[src/rtl/unified_mem_arbiter.sv]
// unified_mem_arbiter: shares one single-port memory between fetch and data stages, data first.
// Define ARB_TIMEOUT_EN to abort BUSY accesses after TIMEOUT cycles without MemAck.
module unified_mem_arbiter #(
    parameter int ADDR_W    = 32,
    parameter int DATA_W    = 32,
    parameter int MAX_IWAIT = 4,
    parameter int TIMEOUT   = 64
) (
    input  logic              CLK,
    input  logic              RST,
    input  logic              IReq,
    input  logic [ADDR_W-1:0] IAddr,
    output logic [DATA_W-1:0] IRData,
    output logic              IValid,
    output logic              IStall,
    input  logic              DReq,
    input  logic              DWe,
    input  logic [ADDR_W-1:0] DAddr,
    input  logic [DATA_W-1:0] DWData,
    output logic [DATA_W-1:0] DRData,
    output logic              DValid,
    output logic              DStall,
    output logic              MemReq,
    output logic              MemWe,
    output logic [ADDR_W-1:0] MemAddr,
    output logic [DATA_W-1:0] MemWData,
    input  logic [DATA_W-1:0] MemRData,
    input  logic              MemAck,
    output logic              BusErr
);
    localparam int IW = $clog2(MAX_IWAIT + 1);
    localparam logic [IW-1:0] IW_MAX = IW'(MAX_IWAIT);

    typedef enum logic [1:0] {IDLE, BUSY_I, BUSY_D, RESP} state_t;

    state_t            state_q, state_d;
    logic              mem_req_q, mem_req_d, mem_we_q, mem_we_d;
    logic [ADDR_W-1:0] mem_addr_q, mem_addr_d;
    logic [DATA_W-1:0] mem_wdata_q, mem_wdata_d, irdata_q, irdata_d, drdata_q, drdata_d;
    logic              ivalid_q, ivalid_d, dvalid_q, dvalid_d, buserr_q, buserr_d;
    logic [IW-1:0]     iwait_q, iwait_d;
    logic              busy, tmo_hit, done, i_gnt;
    logic [DATA_W-1:0] rdata;

    assign busy = state_q == BUSY_I || state_q == BUSY_D;

`ifdef ARB_TIMEOUT_EN
    localparam int TW = $clog2(TIMEOUT + 1);
    localparam logic [TW-1:0] TMO_MAX = TW'(TIMEOUT - 1);
    logic [TW-1:0] tmo_q, tmo_d;
    assign tmo_hit = busy && tmo_q == TMO_MAX;
    assign tmo_d   = busy ? tmo_q + 1'b1 : '0;
    always_ff @(posedge CLK) begin
        tmo_q <= RST ? '0 : tmo_d;
    end
`else
    // no timeout: BUSY waits for MemAck forever
    assign tmo_hit = TIMEOUT < 0;
`endif

    assign done  = busy && (MemAck || tmo_hit);
    assign rdata = MemAck ? MemRData : DATA_W'(32'hDEADBEEF);
    assign i_gnt = IReq && (!DReq || iwait_q == IW_MAX);

    always_comb begin
        state_d     = state_q;
        mem_req_d   = mem_req_q;
        mem_we_d    = mem_we_q;
        mem_addr_d  = mem_addr_q;
        mem_wdata_d = mem_wdata_q;
        irdata_d    = irdata_q;
        drdata_d    = drdata_q;
        iwait_d     = iwait_q;
        ivalid_d    = done && state_q == BUSY_I;
        dvalid_d    = done && state_q == BUSY_D;
        buserr_d    = done && !MemAck;
        if (state_q == IDLE && i_gnt) begin
            state_d    = BUSY_I;
            mem_req_d  = 1'b1;
            mem_we_d   = 1'b0;
            mem_addr_d = IAddr;
            iwait_d    = '0;
        end else if (state_q == IDLE && DReq) begin
            state_d     = BUSY_D;
            mem_req_d   = 1'b1;
            mem_we_d    = DWe;
            mem_addr_d  = DAddr;
            mem_wdata_d = DWData;
            iwait_d     = (IReq && iwait_q != IW_MAX) ? iwait_q + 1'b1 : iwait_q;
        end else if (done) begin
            state_d   = RESP;
            mem_req_d = 1'b0;
            irdata_d  = ivalid_d ? rdata : irdata_q;
            drdata_d  = dvalid_d ? rdata : drdata_q;
        end else if (state_q == RESP) begin
            state_d = IDLE;
        end
    end

    always_ff @(posedge CLK) begin
        if (RST) begin
            state_q     <= IDLE;
            mem_req_q   <= 1'b0;
            mem_we_q    <= 1'b0;
            mem_addr_q  <= '0;
            mem_wdata_q <= '0;
            irdata_q    <= '0;
            drdata_q    <= '0;
            ivalid_q    <= 1'b0;
            dvalid_q    <= 1'b0;
            buserr_q    <= 1'b0;
            iwait_q     <= '0;
        end else begin
            state_q     <= state_d;
            mem_req_q   <= mem_req_d;
            mem_we_q    <= mem_we_d;
            mem_addr_q  <= mem_addr_d;
            mem_wdata_q <= mem_wdata_d;
            irdata_q    <= irdata_d;
            drdata_q    <= drdata_d;
            ivalid_q    <= ivalid_d;
            dvalid_q    <= dvalid_d;
            buserr_q    <= buserr_d;
            iwait_q     <= iwait_d;
        end
    end

    assign MemReq   = mem_req_q;
    assign MemWe    = mem_we_q;
    assign MemAddr  = mem_addr_q;
    assign MemWData = mem_wdata_q;
    assign IRData   = irdata_q;
    assign DRData   = drdata_q;
    assign IValid   = ivalid_q;
    assign DValid   = dvalid_q;
    assign BusErr   = buserr_q;
    assign IStall   = IReq && !ivalid_q;
    assign DStall   = DReq && !dvalid_q;
endmodule
[config.mk]
export PLATFORM = sky130hd
export DESIGN_NAME = unified_mem_arbiter
export DESIGN_NICKNAME = d
export VERILOG_FILES = /design/src/rtl/unified_mem_arbiter.sv
export SDC_FILE = /design/constraint.sdc
export NUM_CORES = 1
export LEC_CHECK = 0
export CAP_MARGIN = 30
export CORE_MARGIN = 4
export CORE_UTILIZATION = 42
export CTS_BUF_LIST = sky130_fd_sc_hd__clkbuf_16
export CTS_CLUSTER_DIAMETER = 200
export DETAILED_ROUTE_END_ITERATION = 10
export GPL_ROUTABILITY_DRIVEN = 0
export PLACE_DENSITY = 0.81
export REMOVE_ABC_BUFFERS = 1
export SLEW_MARGIN = 10
export SYNTH_ARGS = -nofsm -noshare
export SYNTH_HDL_FRONTEND = slang
export SYNTH_SLANG_ARGS = --single-unit
[constraint.sdc]
create_clock -name CLK -period 1.76 [get_ports CLK]
set_input_delay 0.352 -clock CLK [delete_from_list [all_inputs] [get_ports CLK]]
set_output_delay 0.352 -clock CLK [all_outputs]
set_load 0.005 [all_outputs]
[Word level (Yosys, flattened, before mapping)]
Index checks and enable logic that the tools add are counted.
Operators by class
  reductions and logical operators: 26
  equal/unequal tests: 5
  bitwise operators: 2
  add/sub/neg operators: 1
  mux-type cells: 10
Operator list (count)
  $mux W32: 3
  $logic_and A1 B1 Y1: 10
  $reduce_and A4 Y1: 2
  $mux W2: 3
  $reduce_bool A3 Y1: 2
  $eq A2 B2 Y1 const B: 2
  $logic_not A1 Y1: 4
  $mux W1: 4
  $reduce_and A2 Y1: 2
  $reduce_bool A4 Y1: 1
  $add A3 B1 Y3 const B: 1
  $eq A3 B3 Y1 const B: 1
  $ne A3 B3 Y1 const B: 1
  $eq A2 B1 Y1 const B: 1
  $logic_not A2 Y1: 1
  $logic_or A1 B1 Y1: 2
  $not A1 Y1: 2
  $reduce_bool A2 Y1: 1
  $reduce_or A2 Y1: 1
Storage, ports and cells
  bits in registers: 138
  input port bits: 134

[Logic depth before layout (Yosys ltp)]
Gate-level depths: netlist of the first run.
  depth in word-level cells: 6
  mapped depth: 7

[Least setup slack after synthesis of the first run]
Ideal clock, no wire load.
  kind: register -> register
  from: register state_q[0]
  to: register drdata_q[15] (netlist: DRData[15])
  arrival: 1.390 ns
  buffers on the path: 1
  stages on the path, launching flop included: 7
  period minus slack after synthesis: 1.547 ns
  data required time: 1.603 ns
  setup time: 0.157 ns
  setup slack: 0.213 ns
  path through: dfxtp_1 -> inv_1 -> ha_1 -> nand3_1 -> nor2_4 -> buf_6 -> a311oi_2
Between the ends
  word-level cells in the longest chain between the ends: 5
  elaborated cells on any way between the ends: 11
  classes of those cells: 2 x eq/ne; 2 x bitwise; 7 x reduce/logical
Ends and longest elaborated chain
  start, declared: RTL line 36  | state_t state_q, state_d;
  start signal, assigned: RTL line 114  | state_q <= state_d;
  $eq A2 B1 Y1 / $eq A2 B2 Y1 (equally long branches): RTL line 45, 75
  $logic_or A1 B1 Y1: RTL line 45  | assign busy = state_q == BUSY_I || state_q == BUSY_D;
  $logic_and A1 B1 Y1: RTL line 61  | assign done = busy && (MemAck || tmo_hit);
  $logic_and A1 B1 Y1: RTL line 75  | dvalid_d = done && state_q == BUSY_D;
  $reduce_and A4 Y1 (no source line) (*)
  end signal, assigned: RTL line 120  | drdata_q <= drdata_d;
  end, declared: RTL line 39  | logic [DATA_W-1:0] mem_wdata_q, mem_wdata_d, irdata_q, irdata_d, drdata_q, drdata_d;
Mark *: on every way between the ends. The rest lies on a longest branch, timed or not.
A chain may end at the register's enable or synchronous reset.

[Final worst setup path of the first run]
  from: register state_q[0]
  to: register drdata_q[11] (netlist: DRData[11])
The elaborated chain is that of the path after synthesis.

==> results.yml, run 1 <==
run_status:
  outcome: "finished, final reports clean"
grt:
  track_usage: 0.2344
  grt_max_degree: 56
  grt_pass1_vias: 5913
  antenna_found_initial: 0
  grt_first_pass_wirelength_mm: 30.62
  grt_overflow: 0
cells_and_area:
  area_growth_pct: 63.10
  fin_cells: 1125
  final_nets: 1076
  fin_area_sq_um: 9540
  layout-drive-gt1-share: 0.1075
  postLayoutCoreUtil: 0.7092
  n_antenna_cell: 0
  fillers: 1056
worst_setup_path:
  path_max_fanout: 55
  slowest_stage: "dfxtp_1"
  arrival_ps: 1980
  startpoint_type: "register"
  crit_path_end_kind: "register"
  crit_path_max_incr_delay_ps: 320
  path_cells: "inv_1, ha_1, buf_4, o21ai_4, buf_12, a21oi_1, a311oi_2"
  cp.required_ps: 2080
  crit_type: "register to register"
floorplan:
  die_h_um: 126.0
  start_util: 0.4348
  io_pins: 269
  die_w_um: 126.0
  dieArea_sq_um: 15880
  rows: 42
  core-area_sq_um: 13450
placed_design:
  port-buffer-count: 268
  place_area_sq_um: 8914
  dp_hpwl_mm: 13.06
  dp.cells: 1090
min_path:
  hp-class: "input port to register"
drt:
  ant_nets: 0
  drt_iter0_markers: 400
  via_per_inst: 5.474
  num_vias: 6158
  drtPass1Iterations: 5
  highest_layer: "met4"
  wl_met2_mm: 9.511
  dr_wl_met3_mm: 1.557
  wl_per_cell_um: 17.29
  totalWireLength_mm: 19.46
  drc: 0
  wirelength_met1_mm: 7.890
sta:
  post-route-period-util: 0.9432
  clock_skew_ps: 7.188
  fin_crit_ps: 1660
  hold_slack_ps: 319.2
  hold_viol_final: 0
  timing.fmax_ghz: 0.6024
  finalSetupViolCount: 0
  rsz0062_at_grt: "false"
  maxSlewViolCount: 0
logic_synthesis:
  synth_top_cells_by_count: "138 x dfxtp_1, 102 x o21ai_0, 100 x a21oi_1"
  synth_area_leaders: "dfxtp_1 47%, o21ai_0 8.7%, a21oi_1 8.6%"
  netlist_area_sq_um: 5849
  ys_types: 35
  synth_edf_count: 0
  synth.largest_area_cell: "dfxtp_1"
  synth-seq-cells: 138
  ys_seq_area_frac: 0.4723
  synth-async-reset-ratio: 0
  yosysMostFrequentCell: "dfxtp_1"
  synth_top_area_frac: 0.4723
  avgSynthCellArea_sq_um: 8.589
  synth_flop_cell: "dfxtp_1"
  ys_warn_count: 0
  syn_inst: 681
pwr:
  power-per-cell-area_nw_per_um2: 1009
  p_leak_nw: 3.411
  power_mw: 9.631
  max-vdd-ir-drop_uv: 632.5
job:
  cap_violations: 0
clocking:
  tritoncts: "built"
  clockBufferDepth: 2
  htreeDepth: 4
  clk-insertion-delay-late_ps: 420
  root_buffer: "clkbuf_16"
  cts_inserted_buffers: 17
  clkSlewWorstSetupHoldPaths_ps: 60
  clock_sinks: 138
  cts_hold_buf: 0
==> critical path, delay by kind of cell, from the launching register on <==
kind / cells / cell delay (ps)
buffers and inverters: 3 / 500
adders and majority gates: 1 / 210
DFF: 1 / 320
AOI/OAI and AO/OA: 3 / 510
==> stage by stage <==
| stage | setup TNS, ps | setup slack (ps) |
|---|---|---|
| floorplan | -56600 | -861.8 |
| global placement | -28230 | -465.2 |
| detailed placement | -30820 | -499.2 |
| CTS | 0 | 21.10 |
| global route | 0 | 1.180 |
| finish | 0 | 99.91 |
==> registers in the layout, indices dropped and copies added, names as in the netlist <==
| signal | count |
|---|---|
| BusErr | 1 |
| MemReq | 1 |
| DRData | 32 |
| IValid | 1 |
| iwait_q | 3 |
| MemWe | 1 |
| DValid | 1 |
| MemWData | 32 |
| MemAddr | 32 |
| state_q | 2 |
| IRData | 32 |
==> report_power, final <==
group,internal [mW],switching (mW),total (mW)
Combinational,1.38,1.24,2.62
Sequential,3.42,0.144,3.56
Clock,2.08,1.37,3.45
==> path summary, 6_finish.rpt <==
path | startpoint | end | slack [ps] | cells after the start
hold reg to reg | DRData[14] | DRData[14] | 470 | 2
hold / removal | RST | IValid | 320 | 2
setup / recovery | state_q[0] | DRData[11] | 100 | 7
setup reg to reg | state_q[0] | DRData[11] | 100 | 7
==> final cells by class <==
class                           instances  area [sq um]  share of cell area
Clock buffer                           17         425.4             0.04459
Clock inverter                         15         151.4             0.01587
Inverter                               28         105.1             0.01102
Multi-Input combinational cell        439          2616              0.2742
Sequential cell                       138          2763              0.2896
Tap cell                              176         220.2             0.02308
Timing Repair Buffer                  312          3259              0.3416
==> placed cells by master, fill, tap and decap left out, drive strengths merged, types with 3 or more instances in the layout <==
cell           Yosys  layout
nor2              37      38
clkinv             0       7
inv               28      31
a21oi            100     100
clkdlybuf4s50      0     263
dfxtp            138     138
clkinvlp           0       3
and2               3       3
a311oi            25      25
a211oi            32      32
o21ai            106     106
ha                 6       6
nand2              5       5
clkbuf            42      17
buf               35      46
nand4              8       8
a31oi             32      32
nand3             67      67
==> routing by layer <==
metal  vias to the layer above  track usage
met5                         -            0
li1                       2990            -
met1                      2872       0.2816
met3                        41      0.07070
met2                       255       0.3934
met4                         0      0.09274
==> kinds of logic (layout without fill, tap and decap cells) <==
group | after synthesis | in the layout | share of synthesized area
buffers and inverters | 105 | 372 | 0.08257
adders and majority gates | 6 | 6 | 0.01283
other | 1 | 1 | 0.0006411
AOI/OAI and AO/OA | 299 | 299 | 0.3202
and+or+nand+nor | 130 | 131 | 0.1082
muxes | 1 | 1 | 0.001711
DFF | 138 | 138 | 0.4723
xor gates and xnor gates | 1 | 1 | 0.001498
==> timing repair <==
| item | CTS | global route |
|---|---|---|
| buffers inserted | 0 | 2 |
| gates resized for setup | 7 | 2 |
| pin swaps | 0 | 2 |
| endpoints found under the setup margin | 26 | 26 |
| cloned | 1 | 0 |
(Power assumes the default switching activity.)
==> run 2, diff against run 1 <==
--- a/config.mk
+++ b/config.mk
@@ -7,12 +7,12 @@
 export LEC_CHECK = 0
 export CAP_MARGIN = 30
 export CORE_MARGIN = 4
-export CORE_UTILIZATION = 42
+export CORE_UTILIZATION = 45
 export CTS_BUF_LIST = sky130_fd_sc_hd__clkbuf_16
 export CTS_CLUSTER_DIAMETER = 200
 export DETAILED_ROUTE_END_ITERATION = 10
 export GPL_ROUTABILITY_DRIVEN = 0
-export PLACE_DENSITY = 0.81
+export PLACE_DENSITY = 0.86
 export REMOVE_ABC_BUFFERS = 1
 export SLEW_MARGIN = 10
 export SYNTH_ARGS = -nofsm -noshare
==> constraint.sdc (replaced) <==
create_clock -name CLK -period 2.15 [get_ports CLK]
set_input_delay 0.43 -clock CLK [delete_from_list [all_inputs] [get_ports CLK]]
set_output_delay 0.43 -clock CLK [all_outputs]
set_load 0.005 [all_outputs]
==> results.yml, run 2 (same netlist as run 1, synthesis figures left out) <==
min_path:
  holdPathStages: 2
  min_from: "MemAck"
  hp-class: "input port to register"
  hold_end: "DRData[21]"
pwr:
  p_leak_nw: 3.261
  power-per-cell-area_nw_per_um2: 842.1
  power_mw: 7.802
  max-vdd-ir-drop_uv: 491.9
clocking:
  clkSlewWorstSetupHoldPaths_ps: 60
  tritoncts: "built"
  post_cts_buffers: 0
  cts_inserted_buffers: 17
  htreeDepth: 4
  clockBufferDepth: 2
  cts_resized: 0
  clock_sinks: 138
  root_buffer: "clkbuf_16"
  clk-insertion-delay-late_ps: 410
  cts_hold_buf: 0
cells_and_area:
  final_nets: 1057
  fillers: 951
  final_common_cell: "clkdlybuf4s50_1"
  area_growth_pct: 58.40
  postLayoutCoreUtil: 0.7312
  multi_input_area_sq_um: 2605
  ff_latch_area_sq_um: 2763
  layout-drive-gt1-share: 0.08827
  n_antenna_cell: 0
  final_cell_mix: "266 x clkdlybuf4s50_1, 138 x dfxtp_1, 102 x o21ai_0, 100 x a21oi_1, 67 x nand3_1"
worst_setup_path:
  cp_top_family: "buffers and inverters"
  path_cells: "clkdlybuf4s50_1, nor2b_1, clkdlybuf4s50_1"
  r2r_end: "MemAddr[10]"
  crit_path_end_kind: "output port"
  crit_type: "input port to output port"
  slowest_stage: "clkdlybuf4s50_1"
  timing.rr.start: "iwait_q[0]"
  r2r_slack_ps: 310
  startpoint_type: "input port"
  path_max_fanout: 3
  crit_top_cell: "clkdlybuf4s50_1"
  crit_buf_inv: 2
  crit_path_max_incr_delay_ps: 540
  rr_worst_depth: 5
  cp.required_ps: 1720
  arrival_ps: 1610
run_status:
  outcome: "finished, final reports clean"
sta:
  maxSlewHeadroom: 0.5499
  clock_skew_ps: 5.625
  fin_crit_ps: 2041
  worst_pin_slew_ps: 675.2
  hold_viol_final: 0
  timing.fmax_ghz: 0.4900
  post-route-period-util: 0.9493
  rsz0062_at_grt: "false"
  finalSetupViolCount: 0
  maxSlewViolCount: 0
  setup_tns_ps: 0
  fin_ws_ps: 109.0
  hold_slack_ps: 365.6
floorplan:
  start_util: 0.4616
  dieArea_sq_um: 14890
  die_h_um: 122.0
  rows: 41
  core-area_sq_um: 12670
  io_pins: 269
  die_w_um: 122.0
grt:
  grt_first_pass_wirelength_mm: 30.33
  grt_max_degree: 69
  grt_pass1_vias: 5871
  grt_overflow: 0
  track_usage: 0.2563
  antenna_found_initial: 1
drt:
  totalWireLength_mm: 19.77
  ant_nets: 0
  num_vias: 6139
  wl_per_cell_um: 17.96
  drc: 0
  drtPass1Iterations: 5
  via_per_inst: 5.576
  drt_iter0_markers: 394
job:
  cap_violations: 0
placed_design:
  port-buffer-count: 268
  dp_hpwl_mm: 13.40
  dp_slack_ps: 34.51
-- run 2: changes by cell type in the layout (fill, tap and decap cells not counted) --
cell,change
buf_12,-10
buf_4,-8
clkdlybuf4s50_1,+3
clkinv_4,-3
clkinv_2,+2
dlymetal6s2s_1,-2
bufinv_16,+1
dlygate4sd2_1,-1
inv_6,-1
nor2_4,-1
-- run 2: worst register-to-register path, stage by stage (launching register included) --
cell and delay (ps):
dfxtp_1 330, inv_1 60, ha_1 280, a21bo_2 620, a31oi_1 190, a211oi_1 270
-- run 2: layout make-up --
cell class | instances | area share
Timing Repair Buffer | 294 | 0.3233
Clock inverter | 14 | 0.01688
Tap cell | 172 | 0.02323
Sequential cell | 138 | 0.2982
Clock buffer | 17 | 0.04591
Inverter | 28 | 0.01134
Multi-Input combinational cell | 438 | 0.2812
-- run 2: metal layers --
metal | vias to the layer above | track usage | wire length (um)
met3 | 36 | 0.08914 | 1872
met2 | 263 | 0.4492 | 9972
li1 | 2940 | - | -
met5 | - | 0 | 13
met1 | 2898 | 0.2845 | 7431
met4 | 2 | 0.1008 | 478
-- run 2: power by group --
group / total (mW) / internal, mW / leakage (nW) / switching (mW)
combinational: 1.98 / 1.00 / 1.85 / 0.981
clock: 2.90 / 1.80 / 0.281 / 1.09
sequential: 2.92 / 2.80 / 1.13 / 0.124
total: 7.80 / 5.60 / 3.26 / 2.20
-- run 2: through the flow --
step | cell area [sq um] | instances
2_1_floorplan | 5472 | 604
3_3_place_gp | 8683 | 1070
3_5_place_dp | 8683 | 1070
4_1_cts | 9265 | 1101
5_1_grt | 9265 | 1101
6_report | 9265 | 1101
-- run 2: worst max path at each step --
stage	start	endpoint	slack, ps	cells after the start
finish	DReq	DStall	110	3
global placement	DReq	MemAddr[31]	70	4
floorplan	state_q[0]	DRData[10]	-470	5
detailed placement	DReq	MemAddr[12]	30	4
global route	DReq	DStall	90	3
CTS	DReq	DStall	110	3
